**config.mk**
```make
export PLATFORM = sky130hd
export DESIGN_NAME = can_tx_bit_stuffer
export DESIGN_NICKNAME = d
export VERILOG_FILES = /design/src/rtl/can_tx_bit_stuffer.sv
export SDC_FILE = /design/constraint.sdc
export NUM_CORES = 1
export LEC_CHECK = 0
export ABC_CLOCK_PERIOD_IN_PS = 2850
export BUFFER_PORTS_ARGS = -buffer_cell sky130_fd_sc_hd__buf_2
export CAP_MARGIN = 25
export CORE_ASPECT_RATIO = 1.25
export CORE_UTILIZATION = 56
export DETAILED_ROUTE_END_ITERATION = 7
export PLACE_DENSITY = 0.76
export SLEW_MARGIN = 20
export SYNTH_ARGS = -nofsm -noshare
export SYNTH_HDL_FRONTEND = slang
export SYNTH_SLANG_ARGS = --single-unit
```
**constraint.sdc**
```tcl
create_clock -name clk -period 2.85 [get_ports clk]
set_clock_uncertainty 0.15 [all_clocks]
set_input_delay 0.1425 -clock clk [delete_from_list [all_inputs] [get_ports clk]]
set_output_delay 0.1425 -clock clk [all_outputs]
set_load 0.005 [all_outputs]
```
**src/rtl/can_tx_bit_stuffer.sv**
```systemverilog
// CAN transmit bit stuffer: drives the TX line, inserts a complement bit after
// STUFF_LIMIT equal bits and checks the read-back bus for bit errors / arbitration loss.
module can_tx_bit_stuffer #(
    parameter int STUFF_LIMIT = 5,
    parameter int SCNT_W      = 8
) (
    input  logic              clk,
    input  logic              rst_n,
    input  logic              bit_start_point,
    input  logic              sample_point,
    input  logic              tx_bit_in,
    input  logic              bit_stuffing_en,
    input  logic              arbitration_active,
    input  logic              ack_slot,
    input  logic              rx_bit,
    output logic              can_tx,
    output logic              insert_stuff_bit,
    output logic              bit_error,
    output logic              arbitration_lost,
    output logic [SCNT_W-1:0] stuff_cnt
);

    typedef enum logic [2:0] {
        IDLE  = 3'd0,
        RUN   = 3'd1,
        STUFF = 3'd2,
        TAIL  = 3'd3,
        LOST  = 3'd4
    } state_t;

    localparam logic [2:0] LIMIT     = 3'(STUFF_LIMIT);
    localparam logic [3:0] TAIL_BITS = 4'd11;

    state_t     state;
    logic [2:0] run_cnt;
    logic       last_bit;
    logic [3:0] tail_cnt;
    logic       stuff_on_line;
    logic [2:0] run_next;
    logic       monitored;
    logic       overwritten;
    logic       mismatch;

    assign run_next    = (tx_bit_in == last_bit) ? run_cnt + 3'd1 : 3'd1;
    assign monitored   = (state == RUN) || (state == STUFF) || (state == TAIL);
    assign overwritten = can_tx & ~rx_bit;
    assign mismatch    = can_tx ^ rx_bit;

    // Stall handshake: while insert_stuff_bit is high the upstream FSM holds
    // tx_bit_in and its own state; the bit_start_point that closes the STUFF
    // bit time launches the stuff bit and the held bit goes out one bit later.
    always_ff @(posedge clk or negedge rst_n) begin
        if (!rst_n) begin
            state            <= IDLE;
            can_tx           <= 1'b1;
            insert_stuff_bit <= 1'b0;
            bit_error        <= 1'b0;
            arbitration_lost <= 1'b0;
            stuff_cnt        <= '0;
            run_cnt          <= 3'd0;
            last_bit         <= 1'b1;
            tail_cnt         <= 4'd0;
            stuff_on_line    <= 1'b0;
        end else begin
            bit_error        <= 1'b0;
            arbitration_lost <= 1'b0;
            if (bit_start_point) begin
                stuff_on_line <= 1'b0;
                case (state)
                    IDLE, TAIL: begin
                        if (bit_stuffing_en) begin
                            state     <= RUN;
                            can_tx    <= tx_bit_in;
                            last_bit  <= tx_bit_in;
                            run_cnt   <= 3'd1;
                            stuff_cnt <= '0;
                            tail_cnt  <= 4'd0;
                        end else if (state == IDLE) begin
                            can_tx  <= 1'b1;
                            run_cnt <= 3'd0;
                        end else begin
                            can_tx <= tx_bit_in;
                            if (!tx_bit_in) begin
                                tail_cnt <= 4'd0;
                            end else if (tail_cnt == TAIL_BITS - 4'd1) begin
                                tail_cnt <= 4'd0;
                                state    <= IDLE;
                            end else begin
                                tail_cnt <= tail_cnt + 4'd1;
                            end
                        end
                    end
                    RUN: begin
                        can_tx   <= tx_bit_in;
                        last_bit <= tx_bit_in;
                        if (bit_stuffing_en) begin
                            run_cnt <= run_next;
                            if (run_next == LIMIT) begin
                                state            <= STUFF;
                                insert_stuff_bit <= 1'b1;
                            end
                        end else begin
                            run_cnt  <= 3'd0;
                            tail_cnt <= 4'd0;
                            state    <= TAIL;
                        end
                    end
                    STUFF: begin
                        can_tx           <= ~last_bit;
                        last_bit         <= ~last_bit;
                        run_cnt          <= 3'd1;
                        stuff_on_line    <= 1'b1;
                        insert_stuff_bit <= 1'b0;
                        tail_cnt         <= 4'd0;
                        if (stuff_cnt != '1) stuff_cnt <= stuff_cnt + SCNT_W'(1);
                        state <= bit_stuffing_en ? RUN : TAIL;
                    end
                    LOST: begin
                        can_tx <= 1'b1;
                        if (!bit_stuffing_en) state <= IDLE;
                    end
                    default: state <= IDLE;
                endcase
            end else if (sample_point && monitored && mismatch) begin
                // A stuff bit on the line is never an arbitration bit, even inside the ID field.
                if (overwritten && arbitration_active && !stuff_on_line) begin
                    arbitration_lost <= 1'b1;
                    insert_stuff_bit <= 1'b0;
                    state            <= LOST;
                end else if (!(overwritten && ack_slot)) begin
                    bit_error        <= 1'b1;
                    insert_stuff_bit <= 1'b0;
                    state            <= LOST;
                end
            end
        end
    end

endmodule

```
# Word level (Yosys, flattened, before mapping)
# Cells that the tools add are included.
# Widths: inputs -> output; s select.
# op_classes
n_eq_ne	22
add_sub_neg	3
n_mux	47
n_bitwise	4
n_reduce_logical	21
# op_table
op	n
$mux 3	15
$mux 4	5
$mux 1	17
$mux 8	2
$pmux 8 s2	1
$ne 3x3->1 const B	5
$ne 4x4->1 const B	3
$pmux 3 s4	1
$pmux 4 s3	1
$pmux 3 s3	1
$add 8x1->8 const B	1
$ne 8x8->1 const B	1
$reduce_and 4->1	2
$reduce_and 7->1	1
$eq 3x2->1 const B	2
$eq 3x3->1 const B	2
$reduce_and 3->1	2
$logic_and 1x1->1	5
$reduce_and 5->1	1
$add 4x1->4 const B	1
$eq 4x4->1 const B	1
$ne 2x2->1 const B	2
$ne 4x3->1 const B	1
$pmux 1 s4	1
20 further kinds	23
# totals
word_cells	107
reg_bits	24
in_bits	9

# Longest topological paths before layout
# Gate-level depths: netlist of run 1.
# logic_depth
ltp_word	7
depth_mapped	6

# Worst setup path after synthesis of run 1
# Ideal clock, no wire load.
# synth_path
path_kind	register to register
startpoint	register can_tx
endpoint	register state[0]
t_arrival_ps	1771
path_buffers	0
path_slack_ps	803
stages_incl_launch_ff	6
period_less_slack_ps	2047
cell_sequence	dfstp_2 ha_1 nor4b_1 o211ai_1 a22o_1 o32a_1
# synth_between
elab_chain_cells	6
# synth_rtl
element	line_no	rtl
start, declared	16	output logic can_tx,
start signal, assigned	73	can_tx <= tx_bit_in;
start signal, assigned	82	can_tx <= tx_bit_in;
start signal, assigned	94	can_tx <= tx_bit_in;
branches (longest 6 deep; another with $reduce_and 7->1)	--	
end signal, assigned	116	state <= bit_stuffing_en ? RUN : TAIL;
end, declared	34	state_t state;
# Parallel ways; which one is timed is not known. The select of a mux whose other input is x is not followed.
# A chain may end at the register's enable or synchronous reset.

# Final worst setup path of run 1
# layout_path
startpoint	register state[0]
endpoint	register stuff_cnt[4]
# layout_between
elab_chain_cells	4
# layout_rtl
element	line_no	rtl
$eq 3x2->1 / $logic_not 3->1 (equally long branches)	69	case (state)
$reduce_or 2->1	69	
$ne 2x2->1 (no source line) / $reduce_bool 2->1 (equally long branches)	--	
$reduce_and 4->1 (no source line)	--	
end signal, assigned	115	if (stuff_cnt != '1) stuff_cnt <= stuff_cnt + SCNT_W'(1);
end, declared	20	output logic [SCNT_W-1:0] stuff_cnt
# Several ways; a longest one is shown, not always the timed one.

==> results of run 1 <==
## final cells by class
type / instances / share of cell area
multi-input combinational: 120 / 0.4914
sequential: 24 / 0.3589
timing repair buffer: 22 / 0.06999
inverter: 15 / 0.03351
tap: 33 / 0.02457
clock buffer: 4 / 0.02159
## synth_stat cells, drive strengths merged, types with 2 or more instances
cell and n:
dfrtp 22, inv 15, nand2 14, o21ai 12, a21oi 8, ha 5
nand2b 5, a22oi 4, buf 4, nand3 4, nor2 4, or3 4
xor2 4, a2111oi 3, and2 3, and3 3, clkbuf 3, nor4b 3
o22ai 3, o31ai 3, a211o 2, a21o 2, a22o 2, dfstp 2
nor2b 2, nor3b 2, o211ai 2, o41ai 2, or2 2
## critical path, cell delays in order (launching register included)
cell	delay (ns)
sky130_fd_sc_hd__dfrtp_1	0.58
sky130_fd_sc_hd__or3b_1	0.55
sky130_fd_sc_hd__a211o_1	0.49
sky130_fd_sc_hd__and3_1	0.25
sky130_fd_sc_hd__a311o_1	0.31
## layer usage
layer / track usage / vias to the layer above
li1: - / 654
met1: 0.2743 / 649
met2: 0.4648 / 23
met3: 0.02799 / 2
met4: 0.08824 / 0
met5: 0 / -
## layout by cell type, fill, tap and decap left out, types with 2 or more instances in the layout
| cell | instances |
|---|---|
| sky130_fd_sc_hd__a22oi_1 | 4 |
| sky130_fd_sc_hd__nor4b_1 | 3 |
| sky130_fd_sc_hd__xor2_1 | 4 |
| sky130_fd_sc_hd__buf_2 | 20 |
| sky130_fd_sc_hd__dfrtp_1 | 22 |
| sky130_fd_sc_hd__o21ai_1 | 2 |
| sky130_fd_sc_hd__and2_1 | 3 |
| sky130_fd_sc_hd__o21ai_0 | 10 |
| sky130_fd_sc_hd__dfstp_2 | 2 |
| sky130_fd_sc_hd__nor2b_1 | 2 |
| sky130_fd_sc_hd__nand3_1 | 4 |
| sky130_fd_sc_hd__a22o_1 | 2 |
| sky130_fd_sc_hd__nand2b_1 | 5 |
| sky130_fd_sc_hd__nand2_1 | 14 |
| sky130_fd_sc_hd__a21oi_1 | 8 |
| sky130_fd_sc_hd__o211ai_1 | 2 |
| sky130_fd_sc_hd__ha_1 | 5 |
| sky130_fd_sc_hd__clkbuf_4 | 3 |
| sky130_fd_sc_hd__o22ai_1 | 3 |
| sky130_fd_sc_hd__or3_1 | 4 |
| sky130_fd_sc_hd__inv_1 | 15 |
| sky130_fd_sc_hd__and3_1 | 3 |
| sky130_fd_sc_hd__or2_2 | 2 |
| sky130_fd_sc_hd__nor2_1 | 4 |
| sky130_fd_sc_hd__o31ai_1 | 3 |
| sky130_fd_sc_hd__a2111oi_0 | 2 |
| sky130_fd_sc_hd__a21o_1 | 2 |
| sky130_fd_sc_hd__o41ai_1 | 2 |
| sky130_fd_sc_hd__a211o_1 | 2 |
## metrics by stage
step	setup slack, ns	instances
2_1_floorplan	0.8026	166
3_5_place_dp	0.4833	213
3_3_place_gp	0.5493	213
5_1_grt	0.3177	218
6_report	0.4331	218
4_1_cts	0.4581	218
## kinds of logic (layout without fill, tap and decap cells)
family,after synthesis,after routing
AO/OA/AOI/OAI,53,53
XOR/XNOR,5,5
adder cells (fa/ha/maj),5,5
buffers and inverters,22,41
flip-flops,24,24
multiplexers,2,2
AND/OR/NAND/NOR,55,55
## registers in the layout (all words and copies together), names as in the netlist
name,cells
tail_cnt,4
run_cnt,3
stuff_on_line,1
arbitration_lost,1
state,3
stuff_cnt,8
last_bit,1
bit_error,1
can_tx,1
insert_stuff_bit,1
## path summary, 6_finish.rpt
check	start	end	slack, ns	depth (start not counted)
worst max-delay path	state[0]$_DFFE_PN0P_	stuff_cnt[4]$_DFFE_PN0P_	0.43	4
worst min-delay path	bit_start_point	can_tx$_DFFE_PN1P_	0.02	3
worst max register to register	state[0]$_DFFE_PN0P_	stuff_cnt[4]$_DFFE_PN0P_	0.43	4
worst min register to register	run_cnt[1]$_DFFE_PN0P_	run_cnt[1]$_DFFE_PN0P_	0.35	2
max in group asynchronous	rst_n	can_tx$_DFFE_PN1P_	2.00	2
min in group asynchronous	rst_n	run_cnt[1]$_DFFE_PN0P_	0.17	2
## where the power goes
group,internal (uW),switching [uW]
Combinational,250,321
Clock,78.0,107
Sequential,434,114
==> impl_table.tex, run 1 <==
\begin{tabular}{lr}
\hline
Metric & Value \\
\hline
\multicolumn{2}{l}{\textbf{Route}} \\
Remaining antenna violation count & 0 \\
Average detailed-routed wire length per instance & 14.97 um \\
DRC violations left & 0 \\
Starting DRC count in detailed routing & 25 \\
Number of optimization iterations in the first detailed-route pass & 4 \\
Vias & 1328 \\
Top routing layer in use & met4 \\
Overall routed net length & 3264 um \\
Post-DR vias/cell & 6.092 \\
Wire length the detailed router placed on met1 & 1410 um \\
Met3 wire length & 89 um \\
Met2 wire length & 1746 um \\
\multicolumn{2}{l}{\textbf{Timing}} \\
Final hold slack & 0.01807 ns \\
Final setup violating endpoints & 0 \\
Highest achievable clock rate & 413.8 MHz \\
Unrepaired setup endpoints after global routing & false \\
Time the worst path needs with I/O delays and setup & 2.417 ns \\
Slew of the pin with the lowest slew margin & 0.7719 ns \\
Post-route fraction of the period consumed by the critical path & 0.8480 \\
Headroom to the max-slew limit & 0.4721 \\
Total negative slack for setup checks & 0 ns \\
Final Hold Viols & 0 \\
Max-slew violation count & 0 \\
\multicolumn{2}{l}{\textbf{Layout}} \\
Number of inserted diodes & 0 \\
Layout overhead on the synthesized area & 10.81\% \\
Count of filler cells inserted in the layout & 227 \\
Post-layout net count & 200 \\
Ratio of cells with drive above 1 in the final layout & 0.1730 \\
Area of all placed cells without fillers & 1680 um2 \\
Area of all sequential standard cells & 603.1 um2 \\
Area of the multi-input gates & 825.8 um2 \\
Utilization after layout & 0.6715 \\
\multicolumn{2}{l}{\textbf{Synth}} \\
Top cell type by total area after synthesis & sky130\_fd\_sc\_hd\_\_dfrtp\_1 \\
Post-synthesis cell count & 166 \\
Fraction of the mapped netlist area in adder cells & 0.04125 \\
Share of the synthesized area in the top cell type & 0.3630 \\
Post-synth cell types & 54 \\
Total of flip-flops plus latches after synthesis & 24 \\
Top cells by area in the synthesized netlist & sky130\_fd\_sc\_hd\_\_dfrtp\_1 36\%, sky130\_fd\_sc\_hd\_\_ha\_1 4.1\%, sky130\_fd\_sc\_hd\_\_inv\_1 3.7\%, sky130\_fd\_sc\_hd\_\_dfstp\_2 3.5\%, sky130\_fd\_sc\_hd\_\_nand2\_1 3.5\% \\
Synth Area in Simple Gates & 0.2170 \\
Top FF cell, synth & sky130\_fd\_sc\_hd\_\_dfrtp\_1 \\
Async set or reset register ratio after synthesis & 1.000 \\
Compound-gate portion of the synthesized area & 0.2434 \\
Syn Nets & 180 \\
Syn avg cell area & 9.135 um2 \\
Register area share after synthesis & 0.3977 \\
Largest family of logic cells by synthesized area & compound AO/OA/AOI/OAI gates \\
Count of synthesis-stage warnings from yosys & 0 \\
Netlist area before placement & 1516 um2 \\
Share of the synthesized netlist area taken by xor and xnor gates & 0.02888 \\
Count of flip-flops with a built-in enable after synthesis & 0 \\
Mux share of post-synthesis cell area & 0.01403 \\
\multicolumn{2}{l}{\textbf{Placement}} \\
Final weighted congestion of routability-driven global placement & 0.8409 \\
Standard cell area after detailed placement & 1634 um2 \\
HPWL reported at the end of detailed placement & 2436 um \\
Number of port buffers & 20 \\
\multicolumn{2}{l}{\textbf{Global route}} \\
Via count of the first global-routing pass & 1250 \\
Number of antenna violations at the first check in global routing & 0 \\
Final global-route overflow total & 0 \\
All-Layer GR Usage & 0.2405 \\
Wire length of the first global-routing pass & 5423 um \\
Largest net degree at the start of global routing & 25 \\
\multicolumn{2}{l}{\textbf{Clock tree}} \\
Clock sink count & 24 \\
Number of H-tree levels & 1 \\
CTS Hold Buffers Added & 1 \\
TritonCTS clock tree & done \\
Buffers from clock root to sink, at most & 2 \\
Clock-pin transition on the worst setup and hold timing paths & 0.14 ns \\
Post-cts resize count & 0 \\
Clock Latency Late Sink & 0.32 ns \\
Total clock buffers created by CTS & 3 \\
Post-CTS setup repair buffer count & 0 \\
Clock Tree Root & sky130\_fd\_sc\_hd\_\_clkbuf\_4 \\
\multicolumn{2}{l}{\textbf{Worst setup path}} \\
Type of origin of the critical path & flip-flop \\
Critical Path Fanout Max & 16 \\
Capturing element type of the critical path & flip-flop \\
Critical path arrival & 2.49 ns \\
Type of the worst setup path & flip-flop to flip-flop \\
Required time of the critical path & 2.92 ns \\
\multicolumn{2}{l}{\textbf{Floorplanning}} \\
Core Box Area & 2502 um2 \\
Die width & 48.55 um \\
Starting Density & 0.6060 \\
Number of cell rows & 20 \\
Vertical extent of the die & 60.18 um \\
Die outline area & 2921 um2 \\
Top-Level Pins & 21 \\
\multicolumn{2}{l}{\textbf{Hold path}} \\
Worst min-delay path class & input pin to flip-flop \\
\multicolumn{2}{l}{\textbf{Run status}} \\
Outcome & finished clean \\
\multicolumn{2}{l}{\textbf{Pwr}} \\
Leakage power summed over all cells & 0.0007915 uW \\
Peak supply drop & 0.4294 mV \\
P per Cell Area & 775.1 nW/um2 \\
Total power & 1302 uW \\
\multicolumn{2}{l}{\textbf{Job}} \\
Count of maximum capacitance violations & 0 \\
\hline
\end{tabular}
No activity file was read; power rests on OpenSTA's default activity.
==> run 2, diff against run 1 <==
--- a/config.mk
+++ b/config.mk
@@ -5,13 +5,13 @@
 export SDC_FILE = /design/constraint.sdc
 export NUM_CORES = 1
 export LEC_CHECK = 0
-export ABC_CLOCK_PERIOD_IN_PS = 2850
+export ABC_CLOCK_PERIOD_IN_PS = 2000
 export BUFFER_PORTS_ARGS = -buffer_cell sky130_fd_sc_hd__buf_2
 export CAP_MARGIN = 25
 export CORE_ASPECT_RATIO = 1.25
-export CORE_UTILIZATION = 56
+export CORE_UTILIZATION = 51
 export DETAILED_ROUTE_END_ITERATION = 7
-export PLACE_DENSITY = 0.76
+export PLACE_DENSITY = 0.73
 export SLEW_MARGIN = 20
 export SYNTH_ARGS = -nofsm -noshare
 export SYNTH_HDL_FRONTEND = slang
==> constraint.sdc (replaced) <==
create_clock -name clk -period 2 [get_ports clk]
set_clock_uncertainty 0.15 [all_clocks]
set_input_delay 0.1 -clock clk [delete_from_list [all_inputs] [get_ports clk]]
set_output_delay 0.1 -clock clk [all_outputs]
set_load 0.005 [all_outputs]
==> run 2 against run 1 <==
Fmax up 23%. Routed wire length rose by 1.5%. Worst setup slack worse by 0.40 ns. Die area rose by 9.4%. Flip-flop and latch count unchanged. Sequential share of layout area fell by 4.0 points. Register-to-register slack got worse by 0.40 ns.
==> impl_table.tex, run 2 (same netlist as run 1, synthesis figures left out) <==
\begin{tabular}{lr}
\hline
Metric & Value \\
\hline
\multicolumn{2}{l}{\textbf{Layout}} \\
Number of flip-flops in the largest register & 8 \\
Count of filler cells inserted in the layout & 231 \\
Largest registers ranked by flip-flop count & stuff\_cnt: 8 flops, tail\_cnt: 4 flops \\
Ratio of cells with drive above 1 in the final layout & 0.2660 \\
Count of non-filler cells in the finished layout & 237 \\
Layout overhead on the synthesized area & 24.75\% \\
Most common cell after layout, fill and taps aside & sky130\_fd\_sc\_hd\_\_dfrtp\_1 \\
Post-layout net count & 218 \\
Number of inserted diodes & 0 \\
Utilization after layout & 0.6857 \\
Most flop-heavy register & stuff\_cnt \\
Area of all placed cells without fillers & 1892 um2 \\
Most frequent cells in the layout & 22 x sky130\_fd\_sc\_hd\_\_dfrtp\_1, 20 x sky130\_fd\_sc\_hd\_\_buf\_2, 16 x sky130\_fd\_sc\_hd\_\_buf\_4, 15 x sky130\_fd\_sc\_hd\_\_inv\_1, 14 x sky130\_fd\_sc\_hd\_\_nand2\_1 \\
\multicolumn{2}{l}{\textbf{Placement}} \\
Final weighted congestion of routability-driven global placement & 0.8637 \\
HPWL reported at the end of detailed placement & 2376 um \\
Number of port buffers & 20 \\
Standard cell area after detailed placement & 1739 um2 \\
Cell Count Post-Placement & 227 \\
\multicolumn{2}{l}{\textbf{Pwr}} \\
Leakage power summed over all cells & 0.0008999 uW \\
Peak supply drop & 0.7500 mV \\
P per Cell Area & 1148 nW/um2 \\
\multicolumn{2}{l}{\textbf{Global route}} \\
Final global-route overflow total & 0 \\
Number of antenna violations at the first check in global routing & 0 \\
Via count of the first global-routing pass & 1371 \\
All-Layer GR Usage & 0.2340 \\
Wire length of the first global-routing pass & 5713 um \\
Largest net degree at the start of global routing & 25 \\
\multicolumn{2}{l}{\textbf{Worst setup path}} \\
Type of the worst setup path & flip-flop to flip-flop \\
Capturing element type of the critical path & flip-flop \\
R2R Setup Slk & 0.04 ns \\
Required time of the critical path & 2.07 ns \\
Critical Path Fanout Max & 3 \\
Type of origin of the critical path & flip-flop \\
Critical path arrival & 2.04 ns \\
\multicolumn{2}{l}{\textbf{Run status}} \\
Outcome & finished clean \\
\multicolumn{2}{l}{\textbf{Clock tree}} \\
TritonCTS clock tree & done \\
Number of H-tree levels & 1 \\
Clock-pin transition on the worst setup and hold timing paths & 0.13 ns \\
Clock sink count & 24 \\
Clock Tree Root & sky130\_fd\_sc\_hd\_\_clkbuf\_4 \\
Total clock buffers created by CTS & 3 \\
Clock Latency Late Sink & 0.32 ns \\
Buffers from clock root to sink, at most & 2 \\
\multicolumn{2}{l}{\textbf{Route}} \\
Remaining antenna violation count & 0 \\
DRC violations left & 0 \\
Post-DR vias/cell & 5.785 \\
Starting DRC count in detailed routing & 30 \\
Overall routed net length & 3312 um \\
Vias & 1371 \\
Average detailed-routed wire length per instance & 13.97 um \\
Number of optimization iterations in the first detailed-route pass & 5 \\
\multicolumn{2}{l}{\textbf{Floorplanning}} \\
Starting Density & 0.5497 \\
Die width & 50.77 um \\
Vertical extent of the die & 62.97 um \\
Core Box Area & 2759 um2 \\
Number of cell rows & 21 \\
Top-Level Pins & 21 \\
Die outline area & 3197 um2 \\
\multicolumn{2}{l}{\textbf{Timing}} \\
Highest achievable clock rate & 509.6 MHz \\
Max-slew violation count & 0 \\
Final Hold Viols & 0 \\
Final setup violating endpoints & 0 \\
Headroom to the max-slew limit & 0.5312 \\
Unrepaired setup endpoints after global routing & true \\
Time the worst path needs with I/O delays and setup & 1.962 ns \\
Slew of the pin with the lowest slew margin & 0.6958 ns \\
Post-route fraction of the period consumed by the critical path & 0.9811 \\
\multicolumn{2}{l}{\textbf{Job}} \\
Count of maximum capacitance violations & 0 \\
\multicolumn{2}{l}{\textbf{Hold path}} \\
Worst min-delay path class & input pin to flip-flop \\
\hline
\end{tabular}
==> run 2: cell types whose count changed in the layout (fill, tap and decap cells not counted), sizes merged <==
cell | previous run | this run
buf | 21 | 37
bufinv | 0 | 1
clkbuf | 4 | 3
dlygate4sd3 | 1 | 3
==> run 2: power by group <==
| group | total [uW] | internal (uW) | switching [uW] |
|---|---|---|---|
| clock network | 348 | 203 | 145 |
| logic | 1120 | 530 | 588 |
| registers | 706 | 619 | 86.6 |
==> run 2: worst max-delay path, cell delays in order (launching register included) <==
cell                       delay [ns]
sky130_fd_sc_hd__dfstp_2         0.59
sky130_fd_sc_hd__ha_4            0.20
sky130_fd_sc_hd__nor4b_4         0.22
sky130_fd_sc_hd__o211ai_1        0.15
sky130_fd_sc_hd__a22o_1          0.23
sky130_fd_sc_hd__o32a_1          0.33
==> run 2: repair_timing <==
item	CTS	global route
setup endpoints to repair	4	10
gates resized for setup	3	8
pin swaps	4	4
hold endpoints to repair	26	0
hold buffers	3	0
setup buffers	0	3
==> run 2: path summary, 6_finish.rpt <==
kind,endpoint,start,cells after the start
worst min register to register,run_cnt[1]$_DFFE_PN0P_,run_cnt[1]$_DFFE_PN0P_,2
worst max-delay path,state[0]$_DFFE_PN0P_,can_tx$_DFFE_PN1P_,5
worst min-delay path,can_tx$_DFFE_PN1P_,tx_bit_in,3
max in group asynchronous,last_bit$_DFFE_PN1P_,rst_n,2
min in group asynchronous,state[2]$_DFFE_PN0P_,rst_n,2
worst max register to register,state[0]$_DFFE_PN0P_,can_tx$_DFFE_PN1P_,5
==> run 2: final cells by class <==
class | instances | area, um2 | share of cell area
multi-input combinational | 120 | 875.8 | 0.4630
sequential | 24 | 603.1 | 0.3188
timing repair buffer | 40 | 261.5 | 0.1382
inverter | 15 | 56.30 | 0.02976
tap | 34 | 42.54 | 0.02249
clock inverter | 1 | 30.03 | 0.01587
clock buffer | 3 | 22.52 | 0.01190
==> run 2: per-stage QoR <==
stage / setup WS [ns] / TNS (ns) / hold slack (ns) / power, uW
after CTS: -0.04929 / -0.05418 / 0.01042 / 2109
after global routing: -0.08384 / -0.2561 / 0.01388 / 2353
after global placement: -0.01929 / -0.01929 / -0.03149 / 1693
after detailed placement: -0.06409 / -0.07072 / -0.03954 / 1717
final: 0.03783 / 0 / 0.01931 / 2172
after floorplan: 0.01831 / 0 / -0.3456 / 1375
==> run 2: routing by layer <==
layer  wire length (um)  part of all wire  GRT usage  vias to the layer above
met3                 65             0.020    0.03163                        8
met4                 84             0.025     0.1215                        0
met2               1695              0.51     0.4033                       20
met5                  0                 0          0                        -
li1                   -                 -          -                      690
met1               1466              0.44     0.2750                      653
